--- config.mk ---
export PLATFORM = sky130hd
export DESIGN_NAME = mem_stage_ctrl
export DESIGN_NICKNAME = d
export VERILOG_FILES = /design/src/rtl/mem_pkg.sv /design/src/rtl/mem_stage_ctrl.sv
export SDC_FILE = /design/constraint.sdc
export NUM_CORES = 1
export LEC_CHECK = 0
export CAP_MARGIN = 25
export CORE_MARGIN = 2
export CORE_UTILIZATION = 58
export DETAILED_ROUTE_END_ITERATION = 10
export PLACE_DENSITY = 0.95
export RECOVER_POWER = 25
export SLEW_MARGIN = 0
export SYNTH_ARGS = -nofsm -noshare
export SYNTH_HDL_FRONTEND = slang
export SYNTH_SLANG_ARGS = --single-unit
--- constraint.sdc ---
create_clock -name clk_i -period 8.18 [get_ports clk_i]
set_clock_uncertainty 0.2 [all_clocks]
set_input_delay 0.818 -clock clk_i [delete_from_list [all_inputs] [get_ports clk_i]]
set_output_delay 0.818 -clock clk_i [all_outputs]
set_load 0.01 [all_outputs]
--- src/rtl/mem_pkg.sv ---
// Shared types and helpers for the memory-stage controller.
// Holds the controller state encoding, transfer sizes and address wrap.
package mem_pkg;

    typedef enum logic [2:0] {
        ST_IDLE,
        ST_WRITE,
        ST_READ,
        ST_RDRAIN,
        ST_DONE
    } memst_e;

    localparam int SCALAR_BYTES = 2;
    localparam int VEC_BYTES    = 8;

    // Callers truncate the sum to their address width, which gives the wrap.
    function automatic logic [15:0] addr_wrap(
        input logic [15:0] base,
        input logic [15:0] i
    );
        return base + i;
    endfunction

endpackage

--- src/rtl/mem_stage_ctrl.sv ---
// Memory-stage controller: sequences byte-wide scalar/vector loads and
// stores, stalls upstream while busy, and registers the writeback bundle.
module mem_stage_ctrl
    import mem_pkg::*;
#(
    parameter int MEMO_LINES = 64,
    parameter int REGI_SIZE  = 16,
    parameter int VECT_SIZE  = 8,
    parameter int ELEM_SIZE  = 8,
    localparam int AW = $clog2(MEMO_LINES),
    localparam int DW = ELEM_SIZE * VECT_SIZE
) (
    input  logic                 clk_i,
    input  logic                 rst_i,
    input  logic [REGI_SIZE-1:0] ialu_res_i,
    input  logic [DW-1:0]        valu_res_i,
    input  logic                 enableMem_i,
    input  logic                 enableReg_i,
    input  logic                 flagMemRead_i,
    input  logic                 flagMemWrite_i,
    input  logic                 isOper2V_i,
    input  logic                 writeResultInt_i,
    input  logic                 writeResultV_i,
    output logic [AW-1:0]        mem_addr_o,
    output logic [ELEM_SIZE-1:0] mem_wdata_o,
    output logic                 mem_we_o,
    output logic                 mem_re_o,
    input  logic [ELEM_SIZE-1:0] mem_rdata_i,
    output logic                 stall_o,
    output logic                 wb_valid_o,
    output logic [REGI_SIZE-1:0] wb_int_res_o,
    output logic [DW-1:0]        wb_vec_res_o,
    output logic                 wb_we_int_o,
    output logic                 wb_we_vec_o
);

    localparam int CW = $clog2(VECT_SIZE + 1);
    localparam int IW = $clog2(VECT_SIZE);

    memst_e state_q;
    memst_e state_d;

    logic [CW-1:0]        cnt_q;
    logic [CW-1:0]        n_q;
    logic [AW-1:0]        base_q;
    logic [REGI_SIZE-1:0] ialu_q;
    logic [DW-1:0]        valu_q;
    logic                 we_int_q;
    logic                 we_vec_q;
    logic [ELEM_SIZE-1:0] buf_q [VECT_SIZE];

    logic                 memop;
    logic                 last;
    logic [CW-1:0]        last_idx;
    logic [ELEM_SIZE-1:0] wbyte;
    logic [DW-1:0]        ld_vec;
    logic                 vec_sel;

    assign memop    = enableMem_i & (flagMemRead_i | flagMemWrite_i);
    assign last_idx = n_q - CW'(1);
    assign last     = (cnt_q == last_idx);
    // Write wins over read when both flags are set.
    assign vec_sel  = flagMemWrite_i ? isOper2V_i : writeResultV_i;

    always_comb begin
        wbyte = '0;
        for (int k = 0; k < VECT_SIZE; k++) begin
            if (CW'(k) == cnt_q) begin
                wbyte = valu_q[k*ELEM_SIZE +: ELEM_SIZE];
            end
        end
    end

    // The final byte arrives during RDRAIN and is merged on the fly.
    always_comb begin
        ld_vec = '0;
        for (int k = 0; k < VECT_SIZE; k++) begin
            if (state_q == ST_RDRAIN && CW'(k) == last_idx) begin
                ld_vec[k*ELEM_SIZE +: ELEM_SIZE] = mem_rdata_i;
            end else begin
                ld_vec[k*ELEM_SIZE +: ELEM_SIZE] = buf_q[k];
            end
        end
    end

    always_ff @(posedge clk_i) begin
        if (rst_i) begin
            state_q <= ST_IDLE;
        end else begin
            state_q <= state_d;
        end
    end

    always_comb begin
        state_d     = state_q;
        stall_o     = 1'b0;
        mem_we_o    = 1'b0;
        mem_re_o    = 1'b0;
        mem_wdata_o = '0;
        mem_addr_o  = AW'(addr_wrap(16'(base_q), 16'(cnt_q)));
        unique case (state_q)
            ST_IDLE: begin
                if (memop) begin
                    stall_o = 1'b1;
                    state_d = flagMemWrite_i ? ST_WRITE : ST_READ;
                end
            end
            ST_WRITE: begin
                stall_o     = 1'b1;
                mem_we_o    = 1'b1;
                mem_wdata_o = wbyte;
                if (last) begin
                    state_d = ST_DONE;
                end
            end
            ST_READ: begin
                stall_o  = 1'b1;
                mem_re_o = 1'b1;
                if (last) begin
                    state_d = ST_RDRAIN;
                end
            end
            ST_RDRAIN: begin
                stall_o = 1'b1;
                state_d = ST_DONE;
            end
            ST_DONE: begin
                state_d = ST_IDLE;
            end
            default: begin
                state_d = ST_IDLE;
            end
        endcase
    end

    always_ff @(posedge clk_i) begin
        if (rst_i) begin
            cnt_q        <= '0;
            n_q          <= '0;
            base_q       <= '0;
            ialu_q       <= '0;
            valu_q       <= '0;
            we_int_q     <= 1'b0;
            we_vec_q     <= 1'b0;
            wb_valid_o   <= 1'b0;
            wb_int_res_o <= '0;
            wb_vec_res_o <= '0;
            wb_we_int_o  <= 1'b0;
            wb_we_vec_o  <= 1'b0;
            for (int k = 0; k < VECT_SIZE; k++) begin
                buf_q[k] <= '0;
            end
        end else begin
            unique case (state_q)
                ST_IDLE: begin
                    if (memop) begin
                        base_q      <= ialu_res_i[AW-1:0];
                        ialu_q      <= ialu_res_i;
                        valu_q      <= valu_res_i;
                        n_q         <= vec_sel ? CW'(VECT_SIZE)
                                               : CW'(SCALAR_BYTES);
                        we_int_q    <= enableReg_i & writeResultInt_i;
                        we_vec_q    <= enableReg_i & writeResultV_i;
                        cnt_q       <= '0;
                        wb_valid_o  <= 1'b0;
                        wb_we_int_o <= 1'b0;
                        wb_we_vec_o <= 1'b0;
                        for (int k = 0; k < VECT_SIZE; k++) begin
                            buf_q[k] <= '0;
                        end
                    end else begin
                        wb_valid_o   <= enableReg_i;
                        wb_int_res_o <= ialu_res_i;
                        wb_vec_res_o <= valu_res_i;
                        wb_we_int_o  <= enableReg_i & writeResultInt_i;
                        wb_we_vec_o  <= enableReg_i & writeResultV_i;
                    end
                end
                ST_WRITE: begin
                    cnt_q <= cnt_q + CW'(1);
                    if (last) begin
                        wb_valid_o   <= 1'b1;
                        wb_int_res_o <= ialu_q;
                        wb_vec_res_o <= valu_q;
                        wb_we_int_o  <= we_int_q;
                        wb_we_vec_o  <= we_vec_q;
                    end
                end
                ST_READ: begin
                    cnt_q <= cnt_q + CW'(1);
                    if (cnt_q != '0) begin
                        buf_q[IW'(cnt_q - CW'(1))] <= mem_rdata_i;
                    end
                end
                ST_RDRAIN: begin
                    buf_q[IW'(last_idx)] <= mem_rdata_i;
                    wb_valid_o   <= 1'b1;
                    wb_int_res_o <= ld_vec[REGI_SIZE-1:0];
                    wb_vec_res_o <= ld_vec;
                    wb_we_int_o  <= we_int_q;
                    wb_we_vec_o  <= we_vec_q;
                end
                ST_DONE: begin
                    wb_valid_o  <= 1'b0;
                    wb_we_int_o <= 1'b0;
                    wb_we_vec_o <= 1'b0;
                end
                default: begin
                end
            endcase
        end
    end

endmodule

==> flow_metrics.env, run 1 <==
export IMPL_rows=51
export IMPL_gp_congestion=0.933
export IMPL_htreeDepth=1
export IMPL_overflow=0
export IMPL_yosysSeqAreaShare=0.476
export IMPL_power_density_nw_per_um2=226
export IMPL_synth_async_sr_flop_share=0
export IMPL_slew_headroom=-0.0105
export IMPL_timing_final_crit_share=0.624
export IMPL_multiInputGateArea_sq_um=5350
export IMPL_grt_pass1_wl_microns=54800
export IMPL_io_buffers=196
export IMPL_fp_dieH_microns=144
export IMPL_end_kind="primary output"
export IMPL_yosysUniqueCellTypes=58
export IMPL_totalWireLength_microns=35900
export IMPL_postCtsSetupBuffers=0
export IMPL_worst_ep_required_time_ns=7.16
export IMPL_slowest_stage="dfxtp_1"
export IMPL_wl_per_cell_microns=21.3
export IMPL_ys_ff_latch=238
export IMPL_n_antenna_cell=0
export IMPL_synth_fp_nets=1407
export IMPL_final_util=0.728
export IMPL_max_stage_delay_ns=1.16
export IMPL_cp_num_buf_inv=3
export IMPL_yosysWarnings=0
export IMPL_met3_usage=0.0626
export IMPL_regArea_sq_um=5410
export IMPL_drc=0
export IMPL_status="finished, violations left"
export IMPL_yosysMostFrequentCell="nand2_1"
export IMPL_grtUsageTotal=0.338
export IMPL_critPathMaxFanout=54
export IMPL_grt_max_degree=96
export IMPL_antenna_found_initial=0
export IMPL_yosys_top_cells_area="dfxtp_1, edfxtp_1, nand2_1, a21oi_1, o211ai_1"
export IMPL_core_area_sq_um=19300
export IMPL_dp_hpwl_microns=23800
export IMPL_cts_hold_buf=0
export IMPL_syn_area_sq_um=11400
export IMPL_met1_usage=0.447
export IMPL_final_nets=1518
export IMPL_crit_family="buffers and inverters"
export IMPL_cts_tree="done"
export IMPL_final_layout_size_suffix_gt1_frac=0.0505
export IMPL_post_route_min_period_ns=5.11
export IMPL_initial_utilization=0.588
export IMPL_die_w_microns=144
export IMPL_crit_chain="buf_4, inv_1, nor3_1, clkdlybuf4s50_1"
export IMPL_violations="max-capacitance violations, max-slew violations"
export IMPL_ant_nets=0
export IMPL_grt_pass1_vias=9977
export IMPL_synth_top_area_frac=0.307
export IMPL_finalHoldViolations=0
export IMPL_clock_sinks=238
export IMPL_start_kind="register"
export IMPL_power_leakage_nw=5.20
export IMPL_clockBufferDepth=3
export IMPL_yosysTopAreaCell="dfxtp_1"
export IMPL_fill_cells=1337
export IMPL_syn_inst=1297
export IMPL_area_growth_pct=23.9
export IMPL_viasPerCell=6.35
export IMPL_die_area_sq_um=20700
export IMPL_tightest_slew_ns=1.52
export IMPL_hp_class="register to register"
export IMPL_ir_worst_vdd_v=0.000155
export IMPL_rsz0062_at_grt="no"
export IMPL_dr_pass1_iters=6
export IMPL_clk_pin_slew_ns=0.07
export IMPL_cts_resized=0
export IMPL_grtUsageMet2=0.553
export IMPL_io_pins=197
export IMPL_cts_made_buffers=24
export IMPL_grt_busiest_layer="met2"
export IMPL_setup_worst_path_class="register to primary output"
export IMPL_clock_latency_ns=0.52
export IMPL_slew_violations=34
export IMPL_fin_setup_tns_ns=0
export IMPL_dr_total_vias=10744
export IMPL_synth_main_ff_cell="dfxtp_1"
export IMPL_avgSynthCellArea_sq_um=8.76
export IMPL_drt_iter0_drc=1253
export IMPL_cts_root_buf="clkbuf_16"
export IMPL_synthTopCellsByCount="nand2_1, dfxtp_1, a21oi_1, clkbuf_1"
export IMPL_max_cap_viol_count=1
export IMPL_setup_violations=0
export IMPL_arrival_ns=4.09
export IMPL_fmax_mhz=196
export IMPL_synth_edf_count=64
[power by group]
group	internal [mW]	switching (mW)	total, mW	leakage [nW]
Clock	0.701	0.461	1.16	0.414
Sequential	1.31	0.0756	1.39	2.12
Combinational	0.265	0.371	0.636	2.67
Total	2.28	0.908	3.19	5.20
[layer usage]
layer | up-vias | wire length (microns) | part of all wire
li1 | 4838 | - | -
met1 | 5042 | 13500 | 0.38
met2 | 730 | 16900 | 0.47
met3 | 134 | 4030 | 0.11
met4 | 0 | 1490 | 0.041
met5 | - | 0 | 0
[cell usage in the layout (no fill, tap or decap), drive strengths merged, types with 9 or more instances in the layout]
cell / count
or3: 10
a21oi: 157
edfxtp: 64
and3: 32
a2111oi: 23
o21ai: 18
and2: 65
nor2b: 9
clkbuf: 37
dlygate4sd3: 85
a211oi: 25
ha: 12
buf: 11
nor3: 33
inv: 27
a221oi: 30
dfxtp: 174
nor2: 65
clkdlybuf4s50: 110
mux2i: 40
a221o: 9
nand2: 256
o211ai: 56
[cell families after synthesis]
| logic type | synth area share |
|---|---|
| AOI/OAI and AO/OA | 0.202 |
| xor gates and xnor gates | 0.00694 |
| adders and majority gates | 0.0150 |
| buffers and inverters | 0.0549 |
| DFF | 0.476 |
| muxes | 0.0432 |
| and+or+nand+nor | 0.203 |
[worst min-delay path: stages (launching register included)]
cell	delay (ns)
dfxtp_1	0.31
nand2_1	0.05
a21oi_1	0.05
[area by class of cell]
type | count | share of cell area
clock buffers | 36 | 0.0509
clock inverters | 8 | 0.00844
inverters | 26 | 0.00693
multi-input cells | 911 | 0.380
flip-flops and latches | 238 | 0.384
well taps | 265 | 0.0236
repair buffers | 207 | 0.146
[state kept, by name (all words and copies together), names as in the netlist]
register / cells
buf_q: 64
valu_q: 64
wb_vec_res_o: 64
wb_int_res_o: 16
ialu_q: 11
base_q: 5
cnt_q: 4
state_q: 3
n_q: 2
wb_valid_o: 1
wb_we_int_o: 1
wb_we_vec_o: 1
we_int_q: 1
we_vec_q: 1
[path summary, 6_finish.rpt]
kind                   start                to  depth (start not counted)  slack (ns)
min reg2reg  wb_int_res_o[5]   wb_int_res_o[5]                          2        0.25
min          wb_int_res_o[5]   wb_int_res_o[5]                          2        0.25
max               state_q[1]          mem_re_o                          4        3.07
max reg2reg       state_q[1]  wb_vec_res_o[40]                          5        3.56
[through the flow]
| step | cells | instance area, sq um | setup slack, ns | hold slack (ns) | total power, mW |
|---|---|---|---|---|---|
| floorplan | 1297 | 11400 | 5.05 | 0.232 | 1.77 |
| global placement | 1645 | 13200 | 4.01 | 0.237 | 2.03 |
| detailed placement | 1646 | 13200 | 4.07 | 0.245 | 2.05 |
| CTS | 1690 | 14100 | 3.49 | 0.254 | 3.20 |
| global route | 1691 | 14100 | 2.87 | 0.269 | 3.30 |
| finish | 1691 | 14100 | 3.07 | 0.254 | 3.19 |
No activity file was read; power rests on OpenSTA's default activity.
==> run 2: changes to the inputs <==
- CORE_UTILIZATION: 58 -> 53
- PLACE_DENSITY: 0.95 -> 0.91
- clock period: 8.18 -> 4.9 ns (I/O delays scaled with it)
==> run 2 against run 1 <==
The run still ends with max-capacitance violations, max-slew violations left. Sequential power grew 66%. Via count fell by 2.1%. Global-route usage down 3.6 points. Final cell count grew 0.95%. Die area is 9.2% higher. Hold slack got worse by 0.0016 ns. Sequential share of layout area is essentially flat. Critical path depth unchanged. Clock power is 54% higher. First-iteration DRC count shrank 14%. Combinational power increased by 67%. Largest cell class unchanged.
==> flow_metrics.env, run 2 (synthesis gave the netlist of run 1 again) <==
export IMPL_status="finished, violations left"
export IMPL_violations="max-capacitance violations, max-slew violations"
export IMPL_slowest_stage="clkbuf_1"
export IMPL_clock_latency_ns=0.52
export IMPL_end_kind="primary output"
export IMPL_max_stage_delay_ns=1.42
export IMPL_regArea_sq_um=5410
export IMPL_timing_final_crit_share=0.922
export IMPL_power_share_clock=0.346
export IMPL_die_area_sq_um=22600
export IMPL_setup_violations=0
export IMPL_tightest_slew_ns=1.96
export IMPL_power_density_nw_per_um2=366
export IMPL_totalWireLength_microns=35000
export IMPL_n_antenna_cell=0
export IMPL_grt_pass1_vias=9674
export IMPL_slew_headroom=-0.307
export IMPL_p_comb_frac=0.205
export IMPL_cp_num_buf_inv=2
export IMPL_p_switching_mw=1.50
export IMPL_clock_sinks=238
export IMPL_switching_share=0.291
export IMPL_htreeDepth=1
export IMPL_postCtsSetupBuffers=0
export IMPL_final_layout_size_suffix_gt1_frac=0.0559
export IMPL_cts_made_buffers=24
export IMPL_finalWorstSetupSlack_ns=0.383
export IMPL_ant_nets=0
export IMPL_core_area_sq_um=21000
export IMPL_final_common_cell="nand2_1"
export IMPL_multiInputGateArea_sq_um=5370
export IMPL_grt_pass1_wl_microns=53200
export IMPL_viasPerCell=6.16
export IMPL_max_cap_viol_count=2
export IMPL_crit_family="buffers and inverters"
export IMPL_drt_iter0_drc=1074
export IMPL_fin_setup_tns_ns=0
export IMPL_die_w_microns=150
export IMPL_slew_violations=110
export IMPL_arrival_ns=3.83
export IMPL_grt_max_degree=84
export IMPL_clockBufferDepth=3
export IMPL_drc=0
export IMPL_finalHoldViolations=0
export IMPL_critPathMaxFanout=41
export IMPL_fp_dieH_microns=150
export IMPL_fill_cells=1626
export IMPL_overflow=0
export IMPL_reg_top3="buf_q: 64 flops, valu_q: 64 flops, wb_vec_res_o: 64 flops"
export IMPL_rows=53
export IMPL_rsz0062_at_grt="no"
export IMPL_post_route_min_period_ns=4.52
export IMPL_antenna_found_initial=0
export IMPL_cts_tree="done"
export IMPL_area_growth_pct=23.8
export IMPL_dr_total_vias=10514
export IMPL_wl_per_cell_microns=20.5
export IMPL_worst_ep_required_time_ns=4.21
export IMPL_io_pins=197
export IMPL_initial_utilization=0.541
export IMPL_clk_pin_slew_ns=0.06
export IMPL_place_ws_ns=1.11
export IMPL_dr_pass1_iters=5
export IMPL_cellInternalPower_mw=3.65
export IMPL_dp_hpwl_microns=23800
export IMPL_hp_class="register to register"
export IMPL_setup_worst_path_class="register to primary output"
export IMPL_gp_congestion=0.909
export IMPL_cts_hold_buf=0
export IMPL_fmax_mhz=221
export IMPL_start_kind="register"
export IMPL_final_nets=1524
export IMPL_ir_worst_vdd_v=0.000270
export IMPL_layout_common_cells="nand2_1, dfxtp_1, a21oi_1, clkdlybuf4s50_1, dlygate4sd3_1"
export IMPL_power_leakage_nw=5.20
export IMPL_io_buffers=196
export IMPL_cts_resized=0
export IMPL_cts_root_buf="clkbuf_16"
export IMPL_crit_chain="nand2b_1, clkbuf_1, nor2_1, clkdlybuf4s50_1"
export IMPL_grtUsageTotal=0.302
export IMPL_p_seq_frac=0.448
run 2: path summary, 6_finish.rpt:
kind                         from  slack, ns  cells after the start              end
setup / recovery       state_q[2]       0.38                      4         mem_we_o
hold / removal    wb_int_res_o[7]       0.25                      2  wb_int_res_o[7]
setup reg to reg       state_q[1]       0.51                      5      buf_q[6][4]
hold reg to reg   wb_int_res_o[7]       0.25                      2  wb_int_res_o[7]
run 2: cell type report:
class	count	area share
clock buffer	32	0.0477
clock inverter	12	0.00605
inverter	26	0.00694
multi-input combinational	911	0.381
sequential	238	0.384
tap	275	0.0245
timing repair buffer	213	0.149
run 2: metal layers:
layer	vias to the layer above	track usage	wire length (microns)
met2	628	0.482	16300
li1	4848	-	-
met4	0	0.131	1590
met3	102	0.0418	3690
met1	4936	0.410	13500
met5	-	0	0
run 2: through the flow:
step / total power [mW] / cell area (sq um) / util / std cells / hold WS [ns]
global placement: 3.40 / 13300 / 0.632 / 1662 / 0.237
CTS: 5.18 / 14100 / 0.668 / 1706 / 0.255
global route: 5.34 / 14100 / 0.669 / 1707 / 0.268
floorplan: 2.95 / 11400 / - / 1297 / 0.232
finish: 5.15 / 14100 / 0.669 / 1707 / 0.253
detailed placement: 3.43 / 13300 / 0.632 / 1662 / 0.246
run 2: power groups by stage:
| stage | clock network, mW | logic, mW | registers (mW) |
|---|---|---|---|
| final | 1.79 | 1.06 | 2.31 |
| after global routing | 1.86 | 1.15 | 2.33 |
| after CTS | 1.79 | 1.08 | 2.31 |
| after detailed placement | 0 | 1.07 | 2.35 |
| after global placement | 0 | 1.05 | 2.35 |
| after floorplan | 0 | 0.607 | 2.35 |
run 2: worst reg2reg max path, delay by kind of cell (launching register included):
| kind | cells | cell delay [ns] |
|---|---|---|
| flip-flops | 1 | 0.87 |
| AND/OR/NAND/NOR | 3 | 1.45 |
| buffers and inverters | 2 | 1.56 |
==> run 3: changes to the inputs <==
- ABC_CLOCK_PERIOD_IN_PS: unset -> 4900
==> results of run 3 <==
Same layout as run 2: the final DEF is identical, and so are final timing and power.
